`config.mk`:
```
export PLATFORM = sky130hd
export DESIGN_NAME = ahb_slave_if
export DESIGN_NICKNAME = d
export VERILOG_FILES = /design/src/rtl/ahb_slave_if.sv
export SDC_FILE = /design/constraint.sdc
export NUM_CORES = 1
export LEC_CHECK = 0
export BUFFER_PORTS_ARGS = -buffer_cell sky130_fd_sc_hd__buf_2
export CORE_ASPECT_RATIO = 2
export CORE_MARGIN = 2
export CORE_UTILIZATION = 45
export DETAILED_ROUTE_END_ITERATION = 10
export PLACE_DENSITY = 0.84
export SLEW_MARGIN = 20
export SYNTH_ARGS = -nofsm -noshare
export SYNTH_HDL_FRONTEND = slang
export SYNTH_SLANG_ARGS = --single-unit
```
`constraint.sdc`:
```
create_clock -name Hclk -period 1.6 [get_ports Hclk]
set_input_delay 0.32 -clock Hclk [delete_from_list [all_inputs] [get_ports Hclk]]
set_output_delay 0.32 -clock Hclk [all_outputs]
set_load 0.01 [all_outputs]
```
`src/rtl/ahb_slave_if.sv`:
```
// AHB slave front end of the AHB-to-APB bridge.
// Qualifies AHB transfers into Valid for the bridge FSM, keeps a two-deep
// address/write-data history, decodes the APB slave select, returns APB read
// data and produces the two-cycle ERROR response for unmapped addresses.
module ahb_slave_if #(
    parameter logic [31:0] SLV0_BASE   = 32'h8000_0000,
    parameter logic [31:0] SLV1_BASE   = 32'h8400_0000,
    parameter logic [31:0] SLV2_BASE   = 32'h8800_0000,
    parameter logic [31:0] REGION_SIZE = 32'h0400_0000
) (
    input  logic        Hclk,
    input  logic        Hreset,
    input  logic        Hwrite,
    input  logic        Hreadyin,
    input  logic [1:0]  Htrans,
    input  logic [31:0] Haddr,
    input  logic [31:0] Hwdata,
    input  logic [31:0] Prdata,
    output logic        Valid,
    output logic [31:0] Haddr1,
    output logic [31:0] Haddr2,
    output logic [31:0] Hdata1,
    output logic [31:0] Hdata2,
    output logic        Hwrite_reg,
    output logic [2:0]  Tempselx,
    output logic [31:0] Hrdata,
    output logic [1:0]  Hresp,
    output logic        Herr_stall
);

    typedef enum logic [1:0] {
        ST_OKAY = 2'b00,
        ST_ERR1 = 2'b01,
        ST_ERR2 = 2'b10
    } err_state_t;

    localparam logic [1:0] RESP_OKAY  = 2'b00;
    localparam logic [1:0] RESP_ERROR = 2'b01;

    // Bounds are widened to 33 bits so a region ending at 4 GiB cannot wrap.
    localparam logic [32:0] MAP_LO = {1'b0, SLV0_BASE};
    localparam logic [32:0] MAP_HI = {1'b0, SLV2_BASE} + {1'b0, REGION_SIZE};

    err_state_t state;
    logic       active;
    logic       mapped;

    // Inclusive base, exclusive base + REGION_SIZE.
    function automatic logic in_region(input logic [31:0] addr,
                                       input logic [31:0] base);
        logic [32:0] a;
        logic [32:0] lo;
        logic [32:0] hi;
        a  = {1'b0, addr};
        lo = {1'b0, base};
        hi = lo + {1'b0, REGION_SIZE};
        return (a >= lo) && (a < hi);
    endfunction

    // NONSEQ or SEQ while the bus is ready; IDLE and BUSY never qualify.
    assign active = Hreadyin && ((Htrans == 2'b10) || (Htrans == 2'b11));

    // Address-phase decode of the whole bridge window.
    always_comb begin
        mapped = ({1'b0, Haddr} >= MAP_LO) && ({1'b0, Haddr} < MAP_HI);
    end

    // Error cycles mask new transfers from the bridge FSM.
    assign Valid = active && mapped && (state == ST_OKAY);

    // APB read data goes straight back to the AHB master.
    assign Hrdata = Prdata;

    // Address/data/direction history, advancing only when the bus is ready.
    always_ff @(posedge Hclk or negedge Hreset) begin
        if (!Hreset) begin
            Haddr1     <= '0;
            Haddr2     <= '0;
            Hdata1     <= '0;
            Hdata2     <= '0;
            Hwrite_reg <= 1'b0;
        end else if (Hreadyin) begin
            Haddr1     <= Haddr;
            Haddr2     <= Haddr1;
            Hdata1     <= Hwdata;
            Hdata2     <= Hdata1;
            Hwrite_reg <= Hwrite;
        end
    end

    // One-hot APB slave select from the registered address.
    always_comb begin
        Tempselx = 3'b000;
        if (in_region(Haddr1, SLV0_BASE)) begin
            Tempselx = 3'b001;
        end else if (in_region(Haddr1, SLV1_BASE)) begin
            Tempselx = 3'b010;
        end else if (in_region(Haddr1, SLV2_BASE)) begin
            Tempselx = 3'b100;
        end
    end

    // Two-cycle ERROR response; outputs are registered alongside the state.
    always_ff @(posedge Hclk or negedge Hreset) begin
        if (!Hreset) begin
            state      <= ST_OKAY;
            Hresp      <= RESP_OKAY;
            Herr_stall <= 1'b0;
        end else begin
            case (state)
                ST_OKAY: begin
                    if (active && !mapped) begin
                        state      <= ST_ERR1;
                        Hresp      <= RESP_ERROR;
                        Herr_stall <= 1'b1;
                    end else begin
                        Hresp      <= RESP_OKAY;
                        Herr_stall <= 1'b0;
                    end
                end
                ST_ERR1: begin
                    state      <= ST_ERR2;
                    Hresp      <= RESP_ERROR;
                    Herr_stall <= 1'b0;
                end
                ST_ERR2: begin
                    state      <= ST_OKAY;
                    Hresp      <= RESP_OKAY;
                    Herr_stall <= 1'b0;
                end
                default: begin
                    state      <= ST_OKAY;
                    Hresp      <= RESP_OKAY;
                    Herr_stall <= 1'b0;
                end
            endcase
        end
    end

endmodule

```
==> results.txt <==
----------------------------------------------------
[GRT]
  Initial antenna violation count ... 0
  Overflow left after global routing ... 0
  GR Layer Usage met2 ... 32.9%
  Met1 Usage GRT ... 18.9%
  Most utilized layer in the global route result ... met2
  Routing usage on met3 ... approximately 4.4%
  Number of global-route vias before repair ... 3,437
  Wire length of the first global-routing pass ... roughly 18,000 µm
  Gr usage total ... 18.8%
  Maximum number of pins on one net before global-route repair ... 84

[Cells and area]
  Top library cells by usage in the layout, fill and taps aside ... 201 x sky130_fd_sc_hd__buf_2, 133 x sky130_fd_sc_hd__dfrtp_1, 129 x sky130_fd_sc_hd__mux2_2, 17 x sky130_fd_sc_hd__clkbuf_16, 13 x sky130_fd_sc_hd__buf_4
  Number of nets in the layout ... between 600 and 700
  Area grow syn2layout ... 30.8%
  Post-route cell area ... roughly 7000 µm²
  Number of antenna diodes ... 0
  Utilization after layout ... 59.6%
  Area used by sequential logic in the layout ... 3330 µm²
  Ratio of cells with drive above 1 in the final layout ... slightly above 70%
  Most common library cell in the layout ignoring fill and taps ... sky130_fd_sc_hd__buf_2
  Multi-input gate area in the final layout ... 1600 µm²
  Filler cell count ... 940

[STA]
  Hold Violations, Final ... 0
  Final number of setup-violating endpoints ... 4
  Min cycle time layout ... 2.00 ns
  Unrepaired setup endpoints after global routing ... yes
  Tcrit/Tclk final ... 125%
  Final-layout worst hold slack ... 0.147 ns
  Final Max Slew Viols ... 0
  Worst Clk Skew ... 0.00887 ns
  Max Freq ... roughly 500 MHz
  PnR worst setup slack ... -0.396 ns

[Logic synthesis]
  FF+latch count, synth ... 133
  Number of different library cells in the post-synthesis netlist ... 17
  Post-Syn Nets ... 428
  Number of warnings printed during yosys synthesis ... 0
  Syn Area/Cell ... 16.3 µm²
  Synth Cell Area ... 5300 µm²
  Gate count after technology mapping ... 326
  Part of the Yosys area used for sequential elements ... between 60% and 70%

[Die]
  Starting density of the core ... 45.5%
  Core area ... 11,600 µm²
  Die area ... ~13,000 µm²
  Standard-cell row count ... 56
  Die height ... 157 µm
  Die Wd ... 80.7 µm
  Number of placed I/O pins ... 270

[Detailed routing]
  Via-per-instance ratio ... between 4 and 5
  First DRT Iteration DRCs ... 82
  Final WL ... 11,700 µm
  Routed via count ... 3,287
  Routed wirelength normalized by instance count ... 17.4 µm
  ANT nets after route ... 0
  Post-detailed-route DRC marker count ... 0
  First-pass iteration count of the detailed router ... 4

[Status]
  Run status ... finished with violations
  Violations in the final reports ... negative setup slack

[Power]
  Highest ir drop seen on vdd ... 793 µV
  Total power ... 9.47 mW
  Static leakage power ... ~3.3 nW
  PD cells ... between 1000 and 1500 nW/µm²

[Placed design]
  Cell Area, Placed ... 6240 µm²
  DPL Wire Length ... 8710 µm
  Final RePlAce weighted congestion ... 0.741
  Port Buf Inserts ... 203

[Clock tree]
  CTS Sinks ... 133
  CTS H-tree lvls ... 4
  CTS tree ... built
  Clock input transition at the sequential cells of the worst setup and hold paths ... ~0.060 ns
  Clock insertion delay at the later pin of the skew report ... 0.40 ns
  CTS Buffer Depth ... 2
  Number of buffers added by the clock tree synthesis step ... 17
  Root Driver ... sky130_fd_sc_hd__clkbuf_16

[Run]
  Number of maximum-capacitance constraint violations ... 0

[Hold path]
  Worst-case hold path end point ... Hdata1[7]$_DFFE_PN0P_
  Hold path depth ... 2
  Worst min path class ... input pin to register
  Startpoint of the lowest-slack hold path ... Hwdata[7]

[Critical path]
  Critical Path Fanout Max ... 3
  Worst reg2reg path depth ... 3
  Endpoint of the most critical register-to-register path ... Haddr2[29]$_DFFE_PN0P_
  Element type at the critical path end ... primary output
  CP Data Required Time ... 1.28 ns
  Setup slack on the worst flop-to-flop path ... roughly 0.6 ns
  Critical setup path kind ... register to primary output
  Startpoint kind of the worst setup timing path ... register
  Startpoint of the worst setup timing path ... Haddr1[30]$_DFFE_PN0P_
  Reg-to-Reg Start ... Haddr1[29]$_DFFE_PN0P_
  Worst Path Arrival ... 1.68 ns

----------------------------------------------------
==> cells in the mapped netlist <==
cell type | instances | area [µm²]
sky130_fd_sc_hd__dfrtp_1 | 133 | 3330
sky130_fd_sc_hd__mux2_2 | 129 | 1450
sky130_fd_sc_hd__buf_4 | 33 | 248
sky130_fd_sc_hd__buf_6 | 11 | 124
sky130_fd_sc_hd__a21oi_1 | 4 | 20.0
sky130_fd_sc_hd__buf_2 | 4 | 20.0
sky130_fd_sc_hd__nor3b_2 | 2 | 25.0
sky130_fd_sc_hd__a211oi_1 | 1 | 7.51
sky130_fd_sc_hd__and2_1 | 1 | 6.26
sky130_fd_sc_hd__conb_1 | 1 | 3.75
sky130_fd_sc_hd__nand2_1 | 1 | 3.75
sky130_fd_sc_hd__nand4bb_1 | 1 | 11.3
sky130_fd_sc_hd__nor2b_1 | 1 | 6.26
sky130_fd_sc_hd__nor3_1 | 1 | 5.00
sky130_fd_sc_hd__nor3b_1 | 1 | 7.51
sky130_fd_sc_hd__nor4b_2 | 1 | 15.0
sky130_fd_sc_hd__or4b_4 | 1 | 13.8
==> where the power goes <==
group | switching [mW] | leakage (nW) | total [mW] | internal (mW)
Sequential | 0.246 | 1.56 | 4.03 | 3.78
Combinational | 0.681 | 1.45 | 1.42 | 0.736
Clock | 1.37 | 0.304 | 4.03 | 2.65
==> area by class of cell <==
class                      count  area share (%)
multi-input combinational    145            23.1
clock buffer                  20            6.45
sequential                   133            48.0
clock inverter                12            2.57
tap                          145            2.62
timing repair buffer         219            17.2
==> per-stage QoR <==
stage / TNS (ns) / setup WS (ns) / std cells
finish: -1.17 / -0.396 / 674
global route: -1.48 / -0.474 / 674
CTS: -1.28 / -0.419 / 674
detailed placement: -0.00932 / -0.00932 / 637
global placement: 0 / 0.0117 / 637
floorplan: 0 / 0.0265 / 326
==> layer usage <==
metal | up-vias | routed length, µm
met5 | - | 0
met4 | 0 | 776
met3 | 60 | 610
met2 | 118 | 6440
met1 | 1623 | 3910
li1 | 1486 | -
==> worst max path at each step <==
stage,to,slack (ns),cells after the start
5_1_grt,Tempselx[1],-0.47,3
6_report,Tempselx[1],-0.40,3
2_1_floorplan,Tempselx[0],0.03,2
3_5_place_dp,Tempselx[1],-0.009,3
3_3_place_gp,Valid,0.01,5
4_1_cts,Tempselx[1],-0.42,3
==> critical path: stages, from the launching register on <==
cell                      delay, ns
sky130_fd_sc_hd__dfrtp_1       0.38
sky130_fd_sc_hd__or4b_4        0.58
sky130_fd_sc_hd__nor3b_2       0.17
sky130_fd_sc_hd__buf_2         0.15
==> cell families (layout without fill, tap and decap cells) <==
kind of cell | Yosys count | in the layout | synth area share (%)
AOI/OAI and AO/OA | 5 | 5 | 0.520
buffers and inverters | 48 | 251 | 7.39
DFF | 133 | 133 | 62.8
muxes | 129 | 129 | 27.4
other | 1 | 1 | 0.0708
and+or+nand+nor | 10 | 10 | 1.77
==> timing repair <==
| item | CTS | global route |
|---|---|---|
| pin swaps | 4 | 2 |
| setup buffers | 4 | 0 |
| endpoints found under the setup margin | 4 | 4 |
| gates cloned | 0 | 0 |
| gates resized for setup | 2 | 0 |
| endpoints found under the hold margin | 24 | 0 |
| hold buffers | 1 | 0 |
Note: power is estimated with default switching activity, not from simulation.
